**config.mk**
```make
export PLATFORM = sky130hd
export DESIGN_NAME = mem_arbiter
export DESIGN_NICKNAME = d
export VERILOG_FILES = /design/src/rtl/mem_arb_pkg.sv /design/src/rtl/mem_arbiter.sv
export SDC_FILE = /design/constraint.sdc
export NUM_CORES = 1
export LEC_CHECK = 0
export ABC_AREA = 1
export ABC_CLOCK_PERIOD_IN_PS = 1600
export BUFFER_PORTS_ARGS = -buffer_cell sky130_fd_sc_hd__buf_2
export CELL_PAD_IN_SITES_DETAIL_PLACEMENT = 2
export CELL_PAD_IN_SITES_GLOBAL_PLACEMENT = 2
export CORE_ASPECT_RATIO = 1.25
export CORE_MARGIN = 2
export CORE_UTILIZATION = 10
export CTS_CLUSTER_DIAMETER = 30
export DETAILED_ROUTE_END_ITERATION = 10
export HOLD_SLACK_MARGIN = 0.06
export PLACE_DENSITY = 0.84
export SYNTH_ARGS = -nofsm -noshare
export SYNTH_HDL_FRONTEND = slang
export SYNTH_SLANG_ARGS = --single-unit
```
**constraint.sdc**
```tcl
create_clock -name clk -period 1.6 [get_ports clk]
set_input_delay 0.16 -clock clk [delete_from_list [all_inputs] [get_ports clk]]
set_output_delay 0.16 -clock clk [all_outputs]
set_load 0.01 [all_outputs]
```
**src/rtl/mem_arb_pkg.sv**
```systemverilog
// mem_arb_pkg: shared types and constants for the fetch/data memory arbiter
package mem_arb_pkg;
    typedef enum logic [1:0] {OWN_NONE, OWN_I, OWN_D} owner_e;
    localparam int CNT_W = 4;
endpackage

```
**src/rtl/mem_arbiter.sv**
```systemverilog
// mem_arbiter: one-grant-per-cycle arbiter sharing a single-port synchronous-read memory
// between instruction fetch and load/store, with data priority and fetch anti-starvation.
module mem_arbiter
    import mem_arb_pkg::*;
#(
    parameter int WORDS      = 256,
    parameter int STARVE_MAX = 4
) (
    input  logic        clk,
    input  logic        rst_n,
    input  logic        i_req,
    input  logic [31:0] i_addr,
    output logic        i_gnt,
    output logic        i_rvalid,
    output logic [31:0] i_rdata,
    output logic        i_err,
    input  logic        d_req,
    input  logic        d_we,
    input  logic [31:0] d_addr,
    input  logic [31:0] d_wdata,
    output logic        d_gnt,
    output logic        d_rvalid,
    output logic [31:0] d_rdata,
    output logic        d_err,
    output logic        m_en,
    output logic        m_we,
    output logic [31:0] m_addr,
    output logic [31:0] m_wdata,
    input  logic [31:0] m_rdata
);
    localparam logic [31:0] LIMIT = 32'(WORDS * 4);

    owner_e           own;
    logic             err_q, fav_i, i_bad, d_bad, bad;
    logic [CNT_W-1:0] cnt, cnt_n;

    always_comb begin
        i_gnt   = i_req && (fav_i || !d_req);
        d_gnt   = d_req && !i_gnt;
        i_bad   = (i_addr[1:0] != 2'b00) || (i_addr >= LIMIT);
        d_bad   = (d_addr[1:0] != 2'b00) || (d_addr >= LIMIT);
        bad     = i_gnt ? i_bad : d_bad;
        m_en    = (i_gnt || d_gnt) && !bad;
        m_we    = m_en && d_gnt && d_we;
        m_addr  = m_en ? (i_gnt ? i_addr : d_addr) : '0;
        m_wdata = (m_en && d_gnt) ? d_wdata : '0;
        // only data grants that leave a waiting fetch behind count toward starvation
        cnt_n   = (i_gnt || !i_req) ? '0 : d_gnt ? cnt + 1'b1 : cnt;
    end

    always_ff @(posedge clk or negedge rst_n) begin
        if (!rst_n) begin
            own   <= OWN_NONE;
            err_q <= 1'b0;
            cnt   <= '0;
            fav_i <= 1'b0;
        end else begin
            own   <= i_gnt ? OWN_I : d_gnt ? OWN_D : OWN_NONE;
            err_q <= (i_gnt || d_gnt) && bad;
            cnt   <= cnt_n;
            fav_i <= i_gnt ? 1'b0 : (cnt_n == CNT_W'(STARVE_MAX)) ? 1'b1 : fav_i;
        end
    end

    always_comb begin
        i_rvalid = own == OWN_I;
        d_rvalid = own == OWN_D;
        i_err    = i_rvalid && err_q;
        d_err    = d_rvalid && err_q;
        i_rdata  = (i_rvalid && !err_q) ? m_rdata : '0;
        d_rdata  = (d_rvalid && !err_q) ? m_rdata : '0;
    end
endmodule

```
# After elaboration in Yosys (flattened, before gate mapping)
# Cells that the tools add are included.
word_totals:
  out_inout_bits: 136
  inputBits: 133
  ff_bits: 8
  wordCells: 45
classes:
  reduce_logical: 23
  n_eq_ne: 3
  n_addsub: 1
  mux: 12
  magnitude_cmp: 2
op_table:
  columns: ["operator", "n"]
  rows:
  - ["two-way mux 32 bit", 5]
  - [">= comparator 32 x 11 -> 1 bit, second input constant", 2]
  - ["logical AND 1 bit", 10]
  - ["two-way mux 4 bit", 2]
  - ["nonzero test 2 bit", 3]
  - ["logical NOT 1 bit", 5]
  - ["logical OR 1 bit", 5]
  - ["adder 4 x 1 -> 4 bit, second input constant", 1]
  - ["equality test 4 x 3 -> 1 bit, second input constant", 1]
  - ["two-way mux 2 bit", 2]
  - ["two-way mux 1 bit", 3]
  - ["equality test 2 x 1 -> 1 bit, second input constant", 1]
  - ["equality test 2 bit, second input constant", 1]

# Logic depth before layout (Yosys ltp)
depth:
  depth_word: 10
  ltp_mapped: 10
  ltp_nobuf: 10

# Least setup slack after synthesis
# No wires, ideal clock.
synth_timing:
  kind: "flip-flop to output port"
  startpoint: "register fav_i"
  endpoint: "output m_wdata[11]"
  stages_incl_launch_ff: 9
  slack_ns: 0.205
  n_path_buf: 1
  arrival_ns: 1.235
  required_ns: 1.440
  path_cell_list: "dfrtp_1 > inv_1 > nand2_2 > nand2_4 > nand2_4 > nor2_4 > nand3_4 > buf_6 > nor2_1"
synth_via:
  elab_chain_len: 8
synth_lines:
  columns: ["element", "line_no", "text"]
  rows:
  - ["start: declaration", "mem_arbiter.sv:34", "logic err_q, fav_i, i_bad, d_bad, bad;"]
  - ["start signal: assignment", "mem_arbiter.sv:61", "fav_i <= i_gnt ? 1'b0 : (cnt_n == CNT_W'(STARVE_MAX)) ? 1'b1 : fav_i;"]
  - ["logical OR 1 bit *", "mem_arbiter.sv:38", "i_gnt = i_req && (fav_i || !d_req);"]
  - ["logical AND 1 bit *", "mem_arbiter.sv:38", null]
  - ["logical NOT 1 bit", "mem_arbiter.sv:39", "d_gnt = d_req && !i_gnt;"]
  - ["logical AND 1 bit", "mem_arbiter.sv:39", null]
  - ["logical OR 1 bit", "mem_arbiter.sv:43", "m_en = (i_gnt || d_gnt) && !bad;"]
  - ["logical AND 1 bit", "mem_arbiter.sv:43", null]
  - ["logical AND 1 bit *", "mem_arbiter.sv:46", "m_wdata = (m_en && d_gnt) ? d_wdata : '0;"]
  - ["two-way mux 32 bit *", "mem_arbiter.sv:46", null]
  - ["end: declaration", "mem_arbiter.sv:28", "output logic [31:0] m_wdata,"]
# Mark *: on every way between the ends. The rest lies on a longest branch, timed or not.

# Final worst setup path
layout_timing:
  startpoint: "register fav_i"
  endpoint: "output m_wdata[26]"
# Same word-level chain as after synthesis.

==> summary.md <==
| Metric | Value |
|---|---|
| Worst Path Max Fanout | `6` |
| Core Footprint | `around 17000 um2` |
| Required time of the worst setup path | `1.44 ns` |
| DRT iter0 DRCs | `32` |
| Die ar. | `between 15000 and 20000 um2` |
| Crit Path Category | `reg -> out` |
| XOR/XNOR Fraction of Synth Area | `0` |
| H-tree depth | `1` |
| Drt pass-1 iters | `3` |
| CTS Buf Count | `3` |
| Maximum buffer depth of the clock tree | `2` |
| Most frequent cells in the layout | `227 x buf_2, 94 x inv_1, 94 x nor2_1` |
| Number of synthesized register bits | `8` |
| Worst vdd ir | `between 0.2 and 0.3 mV` |
| Tmin final | `around 1.8 ns` |
| Antenna cells | `0` |
| Final period util | `1.11` |
| Cell repeated most along the worst path | `buf_6` |
| Die width | `~120 um` |
| CTS Root Cell | `clkbuf_16` |
| CTS tree | `yes` |
| Share of cells above drive strength 1 | `0.544` |
| Yosys warns | `0` |
| Crit path largest cell delay | `~0.38 ns` |
| Commonest non-fill, non-tap cell in the layout | `buf_2` |
| Count of different cell masters after synthesis | `26` |
| Post-synth EDFFs | `0` |
| CP cell instances | `inv_2 > nand2_2 > nand2_4 > nand2_4 > nor2_4 > nand3_4 > buf_6 > buf_6 > nor2_4 > buf_6` |
| P per Cell Area | `309 nW/um2` |
| Fin util | `0.224` |
| Skew-Pair Late Insertion Delay | `0.24 ns` |
| Place WS | `0.0368 ns` |
| Worst Slack Setup Final | `-0.174 ns` |
| Global-route wire length before repair | `approximately 14 mm` |
| Synth Area in Adders | `0.00724` |
| Worst EP arrival | `1.61 ns` |
| Synth Area in Compound Gates | `0.0152` |
| Leak Pwr | `~0.0025 uW` |
| R2R Path Start | `fav_i$_DFFE_PN0P_` |
| Worst-path clk slew | `approximately 0.04 ns` |
| Clock Skews | `~0.0018 ns` |
| WL/cell | `between 10 and 15 um` |
| Outcome | `complete, but fails checks` |
| Sequential fraction of the synthesis area | `0.116` |
| Gr ovfl total | `0` |
| Clock power share | `0.374` |
| Rows | `between 50 and 60` |
| Gr usage total | `0.0987` |
| Antenna violations before repair | `0` |
| Vias in the first global route | `a little under 3k` |
| Vias | `slightly below 3k` |
| Avg Inst Size Synth | `around 4.9 um2` |
| CP startpoint | `fav_i$_DFFE_PN0P_` |
| Final Wtd Congestion | `0.718` |
| Part of the power in registers | `0.184` |
| CTS sink count | `8` |
| Worst min-delay path category | `in -> reg` |
| Logic pwr share | `0.442` |
| Switch share | `0.345` |
| Prevailing post-synth register cell | `dfrtp_1` |
| Max-Cap Viols | `0` |
| Largest family of logic cells by synthesized area | `simple AND/OR/NAND/NOR gates` |
| Hold Path Origin | `i_req` |
| I/O pins | `269` |
| Routed wire length | `about 10 mm` |
| Post-detail-place hpwl | `between 8 and 9 mm` |
| Multiplexer area fraction after synthesis | `0` |
| Setup violations, final | `42` |
| Switch Pwr | `~400 uW` |
| Failing checks | `negative setup slack` |
| Netlist Area Pre-Place | `1730 um2` |
| Final nets | `around 750` |
| DRC Markers | `0` |
| Worst path slowest cell | `dfrtp_1` |
| Vias per inst | `3.46` |
| RSZ-0062 raised after global routing | `true` |
| Fmax | `roughly 0.56 GHz` |
| Final hold violation count | `0` |
| Max Transition Viols Final | `0` |
| Starting density of the core | `0.103` |
| Post-Synth Simple-Gate Area | `0.505` |
| Internal cell power | `~760 uW` |
| Final hold slack | `0.226 ns` |
| Setup crit start kind | `flop` |
| Async SR Flop Fraction | `1.00` |
| Chip height | `around 150 um` |
| DRT antenna net count | `0` |
| Port-buffer cells | `~240` |
| Pin count of the biggest net entering global routing | `33` |
| Cells after synthesis | `~350` |
| Critical Path End Type | `output pin` |
| P&R area growth vs syn | `119%` |
-- path summary, 6_finish.rpt --
path	to	slack, ns	cells after the start
min in group asynchronous	cnt[2]$_DFF_PN0_	0.33	2
setup reg to reg	fav_i$_DFFE_PN0P_	0.14	9
setup / recovery	m_wdata[26]	-0.17	10
max in group asynchronous	own[1]$_DFF_PN0_	1.07	2
hold / removal	own[1]$_DFF_PN0_	0.23	2
hold reg to reg	cnt[0]$_DFF_PN0_	0.48	1
-- cells by family after synthesis --
kind of cell,after synthesis
AO/OA/AOI/OAI,4
adder cells (fa/ha/maj),1
buffers and inverters,133
flip-flops,8
other,1
AND/OR/NAND/NOR,205
-- worst max-delay path: cells and delay by family (launching register included) --
kind | cells | cell delay, ns
and+or+nand+nor | 6 | 0.56
buffers and inverters | 4 | 0.42
DFF | 1 | 0.38
-- layer usage --
metal | routed length [um] | GRT usage | vias up
li1 | - | - | 1446
met4 | 208 | 0.0299 | 0
met1 | 3300 | 0.0938 | 1316
met2 | 6220 | 0.203 | 119
met3 | 751 | 0.0260 | 13
met5 | 0 | 0 | -
-- repair_timing --
action | in CTS | in global routing
hold buffers | 1 | 0
resized for setup | 39 | 60
setup endpoints to repair | 65 | 103
endpoints found under the hold margin | 8 | 0
pin swaps | 5 | 11
cloned | 1 | 2
buffers inserted | 3 | 8
-- stage by stage --
step	TNS [ns]	instance area, um2	std cells	total power [uW]
floorplan	0	1810	375	454
global placement	0	3170	818	657
detailed placement	0	3170	818	674
CTS	-5.64	3430	826	1140
global route	-9.18	3780	836	1270
finish	-4.71	3780	836	1170
-- flip-flops by register name, indices dropped and copies added (netlist names) --
register / flops
own: 2
cnt: 4
err_q: 1
fav_i: 1
-- power groups by stage --
| stage | clock network, uW | logic, uW | registers, uW |
|---|---|---|---|
| 2_1_floorplan | 0 | 238 | 216 |
| 3_3_place_gp | 0 | 440 | 217 |
| 3_5_place_dp | 0 | 457 | 217 |
| 4_1_cts | 450 | 473 | 215 |
| 5_1_grt | 466 | 584 | 216 |
| 6_report | 436 | 515 | 215 |
-- Yosys cell counts (2+ instances only) --
cell type / n / area [um2]
inv_1: 98 / 368
nand3_1: 2 / 10.0
nor2_2: 9 / 56.3
clkbuf_1: 6 / 22.5
nor2_4: 2 / 22.5
nor2_1: 127 / 477
dfrtp_1: 8 / 200
nand2_1: 49 / 184
buf_4: 24 / 180
buf_6: 3 / 33.8
and2_0: 4 / 25.0
nand2_4: 3 / 33.8
nor3_1: 4 / 20.0
-- final cells by class --
cell class	count	area, um2
sequential	8	201
inverter	99	377
clock buffer	3	75.1
timing repair buffer	271	1620
fill	2155	13100
tap	220	275
multi-input combinational	235	1230
Note: power is estimated with default switching activity, not from simulation.
